File: src/rtl/hazard_controller.sv
// hazard_controller: central stall/flush sequencer for the 5-stage ARM pipeline.
// Decides per cycle whether each pipeline register advances, holds or is
// squashed, produces EX-stage forwarding selects, keeps stall/flush statistics
// and runs a data-memory wait FSM with a sticky timeout watchdog.
module hazard_controller #(
  parameter int MEM_TIMEOUT = 16,
  parameter int CNT_W       = 16
) (
  input  logic             clk,
  input  logic             reset,
  input  logic [3:0]       id_ra1,
  input  logic [3:0]       id_ra2,
  input  logic             id_use_ra1,
  input  logic             id_use_ra2,
  input  logic [3:0]       ex_ra1,
  input  logic [3:0]       ex_ra2,
  input  logic [3:0]       ex_wa,
  input  logic             ex_reg_write,
  input  logic             ex_mem_to_reg,
  input  logic             ex_branch_taken,
  input  logic [3:0]       mem_wa,
  input  logic             mem_reg_write,
  input  logic [3:0]       wb_wa,
  input  logic             wb_reg_write,
  input  logic             dmem_busy,
  output logic             pc_enable,
  output logic             if_id_enable,
  output logic             if_id_flush,
  output logic             id_ex_enable,
  output logic             cu_bubble,
  output logic             ex_mem_enable,
  output logic             mem_wb_bubble,
  output logic [1:0]       fwd_a,
  output logic [1:0]       fwd_b,
  output logic             mem_timeout,
  output logic [CNT_W-1:0] stall_count,
  output logic [CNT_W-1:0] flush_count
);

  localparam int WAIT_W = $clog2(MEM_TIMEOUT + 1);
  localparam logic [WAIT_W-1:0] WAIT_LIMIT = WAIT_W'(MEM_TIMEOUT);
  localparam logic [WAIT_W-1:0] WAIT_ONE   = WAIT_W'(1);
  localparam logic [CNT_W-1:0]  CNT_ONE    = CNT_W'(1);

  typedef enum logic [1:0] {
    S_RUN      = 2'd0,
    S_MEM_WAIT = 2'd1,
    S_TIMEOUT  = 2'd2
  } state_e;

  state_e             state_q, state_d;
  logic [WAIT_W-1:0]  wait_cnt_q, wait_cnt_d;
  logic               mem_timeout_q, mem_timeout_d;
  logic [CNT_W-1:0]   stall_count_q, stall_count_d;
  logic [CNT_W-1:0]   flush_count_q, flush_count_d;
  logic               load_use;

  // Statistics counters stick at all-ones instead of wrapping.
  function automatic logic [CNT_W-1:0] sat_inc(input logic [CNT_W-1:0] v);
    return (&v) ? v : v + CNT_ONE;
  endfunction

  // MEM result is newer than WB, so it wins; R15 (PC) is never forwarded.
  function automatic logic [1:0] fwd_sel(
    input logic [3:0] ra,
    input logic [3:0] m_wa, input logic m_we,
    input logic [3:0] w_wa, input logic w_we
  );
    if (m_we && (m_wa == ra) && (m_wa != 4'd15))      return 2'b10;
    else if (w_we && (w_wa == ra) && (w_wa != 4'd15)) return 2'b01;
    else                                              return 2'b00;
  endfunction

  // A load in EX whose destination is read by the instruction in ID.
  always_comb begin
    load_use = ex_mem_to_reg && ex_reg_write &&
               ((id_use_ra1 && (ex_wa == id_ra1)) ||
                (id_use_ra2 && (ex_wa == id_ra2)));
  end

  // Next-state, statistics and zero-latency pipeline control outputs.
  always_comb begin
    state_d       = state_q;
    wait_cnt_d    = wait_cnt_q;
    mem_timeout_d = mem_timeout_q;
    stall_count_d = stall_count_q;
    flush_count_d = flush_count_q;
    pc_enable     = 1'b1;
    if_id_enable  = 1'b1;
    if_id_flush   = 1'b0;
    id_ex_enable  = 1'b1;
    cu_bubble     = 1'b0;
    ex_mem_enable = 1'b1;
    mem_wb_bubble = 1'b0;
    fwd_a         = 2'b00;
    fwd_b         = 2'b00;

    if (reset) begin
      fwd_a = fwd_sel(ex_ra1, mem_wa, mem_reg_write, wb_wa, wb_reg_write);
      fwd_b = fwd_sel(ex_ra2, mem_wa, mem_reg_write, wb_wa, wb_reg_write);

      if (state_q == S_TIMEOUT || dmem_busy) begin
        // Freeze: hold everything up to EX/MEM, drop the write in MEM/WB.
        pc_enable     = 1'b0;
        if_id_enable  = 1'b0;
        id_ex_enable  = 1'b0;
        ex_mem_enable = 1'b0;
        mem_wb_bubble = 1'b1;
        if (state_q != S_TIMEOUT) begin
          wait_cnt_d    = (state_q == S_RUN) ? WAIT_ONE : wait_cnt_q + WAIT_ONE;
          stall_count_d = sat_inc(stall_count_q);
          if (wait_cnt_d >= WAIT_LIMIT) begin
            state_d       = S_TIMEOUT;
            mem_timeout_d = 1'b1;
          end else begin
            state_d = S_MEM_WAIT;
          end
        end
      end else begin
        // Memory ready: this cycle follows RUN rules whatever the wait state.
        state_d    = S_RUN;
        wait_cnt_d = '0;
        if (ex_branch_taken) begin
          if_id_flush   = 1'b1;
          cu_bubble     = 1'b1;
          flush_count_d = sat_inc(flush_count_q);
        end else if (load_use) begin
          pc_enable     = 1'b0;
          if_id_enable  = 1'b0;
          cu_bubble     = 1'b1;
          stall_count_d = sat_inc(stall_count_q);
        end
      end
    end
  end

  // State, watchdog and statistics registers with asynchronous active-low reset.
  always_ff @(posedge clk or negedge reset) begin
    if (!reset) begin
      state_q       <= S_RUN;
      wait_cnt_q    <= '0;
      mem_timeout_q <= 1'b0;
      stall_count_q <= '0;
      flush_count_q <= '0;
    end else begin
      state_q       <= state_d;
      wait_cnt_q    <= wait_cnt_d;
      mem_timeout_q <= mem_timeout_d;
      stall_count_q <= stall_count_d;
      flush_count_q <= flush_count_d;
    end
  end

  // The sticky flag and counters are visible straight from their registers.
  always_comb begin
    mem_timeout = mem_timeout_q;
    stall_count = stall_count_q;
    flush_count = flush_count_q;
  end

endmodule

File: config.mk
export PLATFORM = sky130hd
export DESIGN_NAME = hazard_controller
export DESIGN_NICKNAME = d
export VERILOG_FILES = /design/src/rtl/hazard_controller.sv
export SDC_FILE = /design/constraint.sdc
export NUM_CORES = 1
export LEC_CHECK = 0
export ABC_AREA = 1
export BUFFER_PORTS_ARGS = -buffer_cell sky130_fd_sc_hd__clkbuf_2
export CORE_UTILIZATION = 45
export DETAILED_ROUTE_END_ITERATION = 6
export HOLD_SLACK_MARGIN = 0.03
export PLACE_DENSITY = 0.73
export REMOVE_ABC_BUFFERS = 1
export SKIP_LAST_GASP = 1
export SLEW_MARGIN = 30
export SYNTH_ARGS = -nofsm -noshare
export SYNTH_HDL_FRONTEND = slang
export SYNTH_SLANG_ARGS = --single-unit
File: constraint.sdc
create_clock -name clk -period 1.5 [get_ports clk]
set_input_delay 0 -clock clk [delete_from_list [all_inputs] [get_ports clk]]
set_output_delay 0 -clock clk [all_outputs]
set_load 0.005 [all_outputs]
==> results.yml <==
status:
  status: "finished, violations left"
  violations: "negative setup slack"
cts:
  clk_pin_slew_ns: 0.07
  clock-sinks: 40
  clk_path_buf_depth: 2
  cts_root_buffer: "clkbuf_8"
  clk-insertion-delay-late_ns: 0.30
  cts_tree: "done"
  cts_buffers: 5
  h-tree-depth: 2
global_routing:
  grt_pass1_vias: 2866
  gr-total-overflow: 0
  grt_max_degree: 23
  gr-usage-met1_pct: 27.9
  grt_busiest_layer: "met2"
  grt_pass1_wl_um: 12300
  track_usage_pct: 23.8
  antenna_found_initial: 0
  met3_usage_pct: 6.22
  use_met2_pct: 42.4
synthesis:
  ys_types: 34
  syn-cell-area_um2: 2860
  ys_seq_elements: 40
  synth-async-reset-ratio_pct: 100
  synthCells: 390
  syn_avg_cell_area_um2: 7.32
  netlist_top_cells_area: "dfrtp_1 35%, nand2_1 14%, inv_1 8.0%"
  ys.flop_type: "dfrtp_1"
  synth_edf_count: 0
  yosysTopAreaCell: "dfrtp_1"
  synth.most_common_cell: "nand2_1"
  synth_commonest_cells: "103 x nand2_1, 61 x inv_1, 40 x dfrtp_1, 37 x nor2_1"
  synth_top_area_share_pct: 35.0
  yosysWarnings: 0
  seq_area_frac_synth_pct: 35.0
critical_path:
  cp-end-kind: "flop"
  critPathKind: "reg2reg"
  reg2regPathDepth: 8
  path_cells: "ha_2, inv_2, nor3_4, nand3_2, nand2_4, nor2_4, nand2_1, xor2_1"
  r2r-start: "flush_count[0]"
  worst_setup_path_start_kind: "flop"
  critPathSlowestCell: "dfrtp_1"
  crit_fanout: 7
  crit_start: "flush_count[0]"
  worstSetupEndpoint: "flush_count[6]"
  max_stage_delay_ns: 0.37
  worstPathRequired_ns: 1.71
  r2r_end: "flush_count[6]"
  r2r_slack_ns: -0.05
  worstPathArrival_ns: 1.77
floorplanning:
  die-width_um: 81.7
  start_util_pct: 47.4
  die_area_um2: 6670
  rows: 28
  core_um2: 6030
  io_pins: 82
  die_height_um: 81.7
run:
  drv_cap: 0
sta:
  fin_ws_ns: -0.0539
  slew_headroom_pct: 68.6
  post-route-period-util_pct: 104
  setup_violations: 11
  drv_slew: 0
  rsz0062_at_grt: "yes"
  skew_ns: 0.0116
  max_freq_ghz: 0.644
  worst_pin_slew_ns: 0.466
  period_needed_ns: 1.55
  whs_ns: 0.232
  finalHoldViolCount: 0
power_and_ir_drop:
  p_per_area_nw_per_um2: 885
  leakage_nw: 2.16
  max-vdd-ir-drop_mv: 0.925
drt:
  drc_errors: 0
  first_pass_iters: 4
  drtIter0Drc: 147
  drt_wl_total_um: 7430
  routedWlPerCell_um: 12.7
  drtAntennaViolNets: 0
  vias: 2891
  via_per_inst: 4.94
cells_and_area:
  nets: 550
  ff_latch_area_um2: 1000
  stdcell_count: 585
  area_growth_pct: 35.8
  num_antenna_cells: 0
  fillers: 534
  drive_gt1_share_pct: 35.3
  fin_area_um2: 3880
  multiInputGateArea_um2: 1610
place:
  io_buffers: 81
  dp.cells: 562
  pre_cts_ws_ns: -0.0431
  placed_cell_area_um2: 3490
  gp_congestion: 0.891
  place_hpwl_um: 5560
worst_hold_path:
  hp-class: "in2reg"
  min_from: "ex_branch_taken"
  holdPathStages: 5
## kinds of logic (layout without fill, tap and decap cells)
group	Yosys count	count (layout)	synth area share [%]
DFF	40	40	35.0
AOI/OAI and AO/OA	29	29	5.78
and+or+nand+nor	215	215	37.3
adders and majority gates	3	3	1.31
buffers and inverters	74	194	11.4
xor gates and xnor gates	29	29	9.15
## layout make-up
type / instances / share of cell area [%]
well taps: 75 / 2.42
repair buffers: 118 / 19.8
multi-input cells: 276 / 41.6
clock inverters: 1 / 0.774
flip-flops and latches: 40 / 25.8
clock buffers: 7 / 2.48
inverters: 68 / 7.09
## sequential cells by signal (all words and copies together), names as in the netlist
| signal | flops |
|---|---|
| state_q | 2 |
| wait_cnt_q | 5 |
| stall_count | 16 |
| mem_timeout | 1 |
| flush_count | 16 |
## power by group
part           leakage [nW]  total, mW  internal [mW]  switching, mW
Sequential            0.507       1.32           1.21          0.110
Combinational          1.59       1.12          0.526          0.598
Clock                0.0645      0.990          0.588          0.402
## metrics by stage
step / TNS, ns / util (%) / total power, mW
after floorplan: -0.374 / - / 1.83
after global placement: -0.0191 / 58.0 / 2.29
after detailed placement: -0.215 / 58.0 / 2.32
after CTS: 0 / 62.5 / 3.39
after global routing: -2.51 / 64.4 / 3.66
final: -0.153 / 64.4 / 3.43
## cell usage in the layout (no fill, tap or decap), types with 2 or more instances in the layout
master and instances:
nor4_1 3, nor2_2 5, nand3_2 13, nand2_1 99, inv_2 8, inv_1 56
inv_8 2, nor3_1 10, clkbuf_2 80, nor2_4 3, a21oi_1 7, buf_12 3
inv_4 2, o22ai_1 5, dfrtp_1 39, nand3_1 20, xnor2_2 2, o21ai_1 4
nor3b_1 2, xor2_1 22, nand4_1 8, ha_2 2, nor2_1 33, o21ai_0 10
xnor2_1 5, nand2_4 8, nand2_2 4, buf_4 29, dlygate4sd3_1 2, buf_6 2
clkbuf_8 7
## critical path, delay by kind of cell (launching register included)
kind	cells	cell delay (ns)
buf+inv	1	0.06
xor+xnor	1	0.16
fa+ha+maj	1	0.20
simple gates	5	0.68
flops	1	0.37
## routing by layer
metal | wire, um | vias to the layer above | share of wire, %
met3 | 323 | 13 | 4.3
met1 | 3270 | 1331 | 44
met5 | 0 | - | 0
met4 | 127 | 0 | 1.7
li1 | - | 1467 | -
met2 | 3710 | 80 | 50
## worst min-delay path by stage
stage,to
2_1_floorplan,flush_count[0]
3_3_place_gp,mem_timeout
3_5_place_dp,mem_timeout
4_1_cts,flush_count[0]
5_1_grt,flush_count[15]
6_report,flush_count[15]
## timing repair
| item | in CTS | in global routing |
|---|---|---|
| endpoints found under the setup margin | 17 | 33 |
| setup buffers | 8 | 4 |
| gates resized for setup | 9 | 27 |
| hold buffers | 2 | 0 |
| pin swaps | 16 | 19 |
| cloned | 1 | 0 |
| endpoints found under the hold margin | 21 | 0 |
Note: power is estimated with default switching activity, not from simulation.
